[src/rtl/mem_port_arbiter.sv]
// mem_port_arbiter
// Serialises the single memory port between instruction fetch and load/store.
// Data accesses win over fetches (the MEM-stage instruction is older), each
// requester is served at most once per pipeline step, and the memory read
// latency is hidden behind a single stall line. A decoded Halt parks the block
// in a terminal HALTED state until reset.
module mem_port_arbiter #(
    parameter int ADDR_W  = 9,
    parameter int DATA_W  = 32,
    parameter int MEM_LAT = 1
) (
    input  logic              clk,
    input  logic              reset,
    // instruction fetch side
    input  logic              if_req,
    input  logic [ADDR_W-1:0] if_addr,
    output logic [DATA_W-1:0] if_rdata,
    output logic              if_valid,
    // load/store side
    input  logic              d_read,
    input  logic              d_write,
    input  logic [ADDR_W-1:0] d_addr,
    input  logic [DATA_W-1:0] d_wdata,
    output logic [DATA_W-1:0] d_rdata,
    output logic              d_done,
    // pipeline control
    input  logic              halt,
    output logic              stall,
    output logic              halted,
    // memory macro
    output logic              mem_en,
    output logic              mem_we,
    output logic [ADDR_W-1:0] mem_addr,
    output logic [DATA_W-1:0] mem_wdata,
    input  logic [DATA_W-1:0] mem_rdata
);

    typedef enum logic [1:0] {
        ST_IDLE   = 2'd0,
        ST_BUSY   = 2'd1,
        ST_HALTED = 2'd2
    } state_t;

    state_t              state_q,     state_d;
    logic                owner_q,     owner_d;      // 0 = fetch, 1 = data
    logic                op_write_q,  op_write_d;
    logic [2:0]          cnt_q,       cnt_d;
    logic                if_valid_q,  if_valid_d;
    logic                d_done_q,    d_done_d;
    logic                halted_q,    halted_d;
    logic [DATA_W-1:0]   if_rdata_q,  if_rdata_d;
    logic [DATA_W-1:0]   d_rdata_q,   d_rdata_d;
    logic                mem_en_q,    mem_en_d;
    logic                mem_we_q,    mem_we_d;
    logic [ADDR_W-1:0]   mem_addr_q,  mem_addr_d;
    logic [DATA_W-1:0]   mem_wdata_q, mem_wdata_d;

    logic d_pend;
    logic i_pend;
    logic stall_int;

    // Outstanding (not yet served this step) requests and the pipeline freeze.
    always_comb begin
        d_pend    = (d_read | d_write) & ~d_done_q;
        i_pend    = if_req & ~if_valid_q;
        stall_int = halted_q | d_pend | i_pend | (state_q == ST_BUSY);
    end

    // Next-state logic: arbitration, latency countdown and served-flag upkeep.
    always_comb begin
        state_d     = state_q;
        owner_d     = owner_q;
        op_write_d  = op_write_q;
        cnt_d       = cnt_q;
        if_valid_d  = if_valid_q;
        d_done_d    = d_done_q;
        halted_d    = halted_q;
        if_rdata_d  = if_rdata_q;
        d_rdata_d   = d_rdata_q;
        mem_en_d    = mem_en_q;
        mem_we_d    = mem_we_q;
        mem_addr_d  = mem_addr_q;
        mem_wdata_d = mem_wdata_q;

        // The pipeline advances on any unstalled edge, so served flags expire.
        if (!stall_int) begin
            if_valid_d = 1'b0;
            d_done_d   = 1'b0;
        end

        case (state_q)
            ST_IDLE: begin
                if (d_pend) begin
                    // Simultaneous read and write resolves to a write.
                    state_d     = ST_BUSY;
                    owner_d     = 1'b1;
                    op_write_d  = d_write;
                    cnt_d       = 3'(MEM_LAT);
                    mem_en_d    = 1'b1;
                    mem_we_d    = d_write;
                    mem_addr_d  = d_addr;
                    mem_wdata_d = d_write ? d_wdata : '0;
                end else if (halt) begin
                    state_d  = ST_HALTED;
                    halted_d = 1'b1;
                end else if (i_pend) begin
                    state_d     = ST_BUSY;
                    owner_d     = 1'b0;
                    op_write_d  = 1'b0;
                    cnt_d       = 3'(MEM_LAT);
                    mem_en_d    = 1'b1;
                    mem_we_d    = 1'b0;
                    mem_addr_d  = if_addr;
                    mem_wdata_d = '0;
                end
            end
            ST_BUSY: begin
                // The write strobe only covers the first BUSY cycle.
                mem_we_d = 1'b0;
                cnt_d    = cnt_q - 3'd1;
                if (cnt_q == 3'd1) begin
                    state_d     = ST_IDLE;
                    mem_en_d    = 1'b0;
                    mem_addr_d  = '0;
                    mem_wdata_d = '0;
                    op_write_d  = 1'b0;
                    cnt_d       = 3'd0;
                    if (owner_q) begin
                        d_done_d = 1'b1;
                        if (!op_write_q) begin
                            d_rdata_d = mem_rdata;
                        end
                    end else begin
                        if_valid_d = 1'b1;
                        if_rdata_d = mem_rdata;
                    end
                end
            end
            ST_HALTED: begin
                halted_d = 1'b1;
                mem_en_d = 1'b0;
                mem_we_d = 1'b0;
            end
            default: begin
                state_d = ST_IDLE;
            end
        endcase
    end

    // State and registered outputs; reset drops the bus and discards any access.
    always_ff @(posedge clk or posedge reset) begin
        if (reset) begin
            state_q     <= ST_IDLE;
            owner_q     <= 1'b0;
            op_write_q  <= 1'b0;
            cnt_q       <= 3'd0;
            if_valid_q  <= 1'b0;
            d_done_q    <= 1'b0;
            halted_q    <= 1'b0;
            if_rdata_q  <= '0;
            d_rdata_q   <= '0;
            mem_en_q    <= 1'b0;
            mem_we_q    <= 1'b0;
            mem_addr_q  <= '0;
            mem_wdata_q <= '0;
        end else begin
            state_q     <= state_d;
            owner_q     <= owner_d;
            op_write_q  <= op_write_d;
            cnt_q       <= cnt_d;
            if_valid_q  <= if_valid_d;
            d_done_q    <= d_done_d;
            halted_q    <= halted_d;
            if_rdata_q  <= if_rdata_d;
            d_rdata_q   <= d_rdata_d;
            mem_en_q    <= mem_en_d;
            mem_we_q    <= mem_we_d;
            mem_addr_q  <= mem_addr_d;
            mem_wdata_q <= mem_wdata_d;
        end
    end

    assign if_rdata  = if_rdata_q;
    assign if_valid  = if_valid_q;
    assign d_rdata   = d_rdata_q;
    assign d_done    = d_done_q;
    assign stall     = stall_int;
    assign halted    = halted_q;
    assign mem_en    = mem_en_q;
    assign mem_we    = mem_we_q;
    assign mem_addr  = mem_addr_q;
    assign mem_wdata = mem_wdata_q;

endmodule

[config.mk]
export PLATFORM = sky130hd
export DESIGN_NAME = mem_port_arbiter
export DESIGN_NICKNAME = d
export VERILOG_FILES = /design/src/rtl/mem_port_arbiter.sv
export SDC_FILE = /design/constraint.sdc
export NUM_CORES = 1
export LEC_CHECK = 0
export BUFFER_PORTS_ARGS = -buffer_cell sky130_fd_sc_hd__buf_2
export CORE_MARGIN = 2
export CORE_UTILIZATION = 43
export DETAILED_ROUTE_END_ITERATION = 8
export PLACE_DENSITY = 0.73
export SYNTH_ARGS = -nofsm -noshare
export SYNTH_HDL_FRONTEND = slang
export SYNTH_SLANG_ARGS = --single-unit
[constraint.sdc]
create_clock -name clk -period 5.17 [get_ports clk]
set_input_delay 0.7755 -clock clk [delete_from_list [all_inputs] [get_ports clk]]
set_output_delay 0.7755 -clock clk [all_outputs]
set_load 0.005 [all_outputs]
==> metrics.txt <==
run status complete, no violations; Worst setup SP type input port; Final period util 56.16%; Arrival @ worst endpoint 2130 ps; post-synthesis instance total 332; clock latency on the worst-skew pair 510 ps; Max-cap violations 0; DRT Pass-1 Iters 5; DR vias 3623; Slew Limit Fails 0; crit path cell chain buf_2 > o21bai_2 > nand3b_1 > buf_2; headroom to the max-slew limit 28.17%; non-filler cells, final 688; Via-to-Cell Ratio 5.266; Top Ports 199; Worst Hold Class input port to flip-flop; DRC 0; htree depth 4; post-synth top area share 61.47%; Final min period 2904 ps; core area 10840 um2; R2R depth 6; Mapped Nets 425; WL met1 4781 um; Inst Count DP 656; endpoint type of the worst setup path primary output; upper clock frequency limit 344.4 MHz; Top Family by Delay on Critical Path compound AO/OA/AOI/OAI gates; uppermost routed layer met4; clock root buffer clkbuf_8; CTS max path bufs 2; initial antenna violation count 0; post-synth top area cell dfrtp_1; Worst-Margin Slew 1077 ps; # diodes 0; drt total wl 11620 um; Max IR drop VDD 0.2106 mV; Fin Setup TNS 0 ps; largest cells by area after synthesis dfrtp_1 (61%), mux2_2 (15%), a22o_1 (5.3%); ANT nets after route 0; CP max stage cell o21bai_2; Synth cell types 38; WHS 482.3 ps; maximum net fanout on the critical path 18; worst reg2reg setup slack 2420 ps; CTS tree built; Synth top cells by count dfrtp_1 (117), mux2_2 (64), a22o_1 (29), nand2_1 (17), o21ai_0 (12); P&R area growth vs syn 36.09%; Die Area 11940 um2; Finished Cell Area 6482 um2; CP max stage delay 840 ps; Setup CP Type input port to primary output; FF-to-FF Start state_q[1]; HPWL Detailed 7960 um; final setup fails 0; most common cell in the netlist dfrtp_1; Hold Startpoint d_wdata[20]; Post-CTS Setup Bufs 0; Most used DFF post-synth dfrtp_1; grt ovf 0; RSZ-0062 raised after global routing no; Resized cells post-CTS 0; WHS Endpoint mem_wdata[20]; Syn. warnings 0; CP Buf/Inv Count 2; RR Endpoint mem_wdata[10]; Avg Synthesized Cell Area 14.35 um2; die width 109.3 um; Hold Crit Depth 2; GRT Total Usage 19.70%; DR WL met3 1196 um; Pleak 3.485 nW; synthesized cell area 4763 um2; vias in the first global route 3690; CTS Buf Count 17; # rows 38; pwr dens 356.1 nW/um2; layout net count 628; largest net degree at the start of global routing 86; Synth async-reset ratio 100.0%; number of synthesized flops with an enable pin 0; Clock Skews 9.141 ps; DR WL met2 5497 um; sequential share of the synthesized area 61.47%; critical path required time 4390 ps; CTS clock-pin slew for the worst setup and hold paths 60 ps; Initial Util 43.94%; Initial DRC Count 141; GPL Wtd Cong 0.7946; Sink Count 117; Post-CTS Hold Buffers 0; fin util 59.80%; Routed WL per cell 16.89 um; die extent in y 109.3 um; dpl cell area 5836 um2; number of port buffers 198; Worst path most repeated cell buf_2; Hold Vio Cnt, Final 0; share of layout cells above drive strength 1 56.75%; first-pass GRT wire length 17690 um; #FFs+latches synth 117
[stage by stage]
step | power, mW | setup slack, ps
after floorplan | 0.9916 | 1294
after global placement | 1.047 | 2325
after detailed placement | 1.051 | 2240
after CTS | 2.335 | 2262
after global routing | 2.383 | 2153
final | 2.309 | 2266
[worst reg2reg max path: stages (launching register included)]
cell	delay, ps
dfrtp_1	400
inv_1	110
ha_1	660
inv_1	240
nor4b_4	650
buf_4	400
a22o_1	210
[how the worst max path moves through the flow]
stage           start     endpoint  cells after the start
2_1_floorplan   reset     cnt_q[0]                      1
3_3_place_gp   d_read        stall                      4
3_5_place_dp   d_read  mem_addr[3]                      5
4_1_cts        d_read        stall                      4
5_1_grt        d_read        stall                      4
6_report       d_read        stall                      4
[where the power goes]
| part | internal (mW) | leakage [nW] | switching (mW) |
|---|---|---|---|
| clock network | 0.857 | 0.311 | 0.418 |
| logic | 0.0473 | 1.64 | 0.0483 |
| registers | 0.930 | 1.53 | 0.00799 |
| total | 1.83 | 3.48 | 0.474 |
[area by class of cell]
class                           instances  area, um2
Clock buffer                           20      445.4
Clock inverter                         12      201.4
Fill cell                             880       4358
Inverter                                9      36.28
Multi-Input combinational cell        188       1675
Sequential cell                       117       2928
Tap cell                              140      175.2
Timing Repair Buffer                  202       1021
[registers in the layout (all words and copies together), names as in the netlist, 2 cells and up]
| name | cells |
|---|---|
| cnt_q | 3 |
| mem_addr | 9 |
| if_rdata | 32 |
| d_rdata | 32 |
| state_q | 2 |
| mem_wdata | 32 |
[placed cells by master, fill, tap and decap left out, types with 3 or more instances in the layout]
master     count
mux2_2        64
clkbuf_8       3
o21ai_0       12
clkinv_4       3
a21oi_1        7
ha_1           5
buf_4          4
a22o_1        29
inv_1          8
dfrtp_1      117
nor2_1         3
clkbuf_16     16
nand2_1       17
nand2b_1       3
buf_2        198
a22o_2         3
bufinv_16      5
mux2i_1        9
o221ai_1       9
o22ai_1        3
[cell families after synthesis]
kind of cell	count (synthesis)	synth area share, %
DFF	117	61.47
AOI/OAI and AO/OA	74	12.03
muxes	73	17.02
and+or+nand+nor	36	4.597
buffers and inverters	27	3.572
adders and majority gates	5	1.313
[routing by layer]
| layer | vias up | global-route usage (%) |
|---|---|---|
| li1 | 1635 | - |
| met1 | 1794 | 23.17 |
| met2 | 180 | 31.10 |
| met3 | 14 | 9.623 |
| met4 | 0 | 7.685 |
| met5 | - | 0 |
Power figures use the tool's default switching activity.
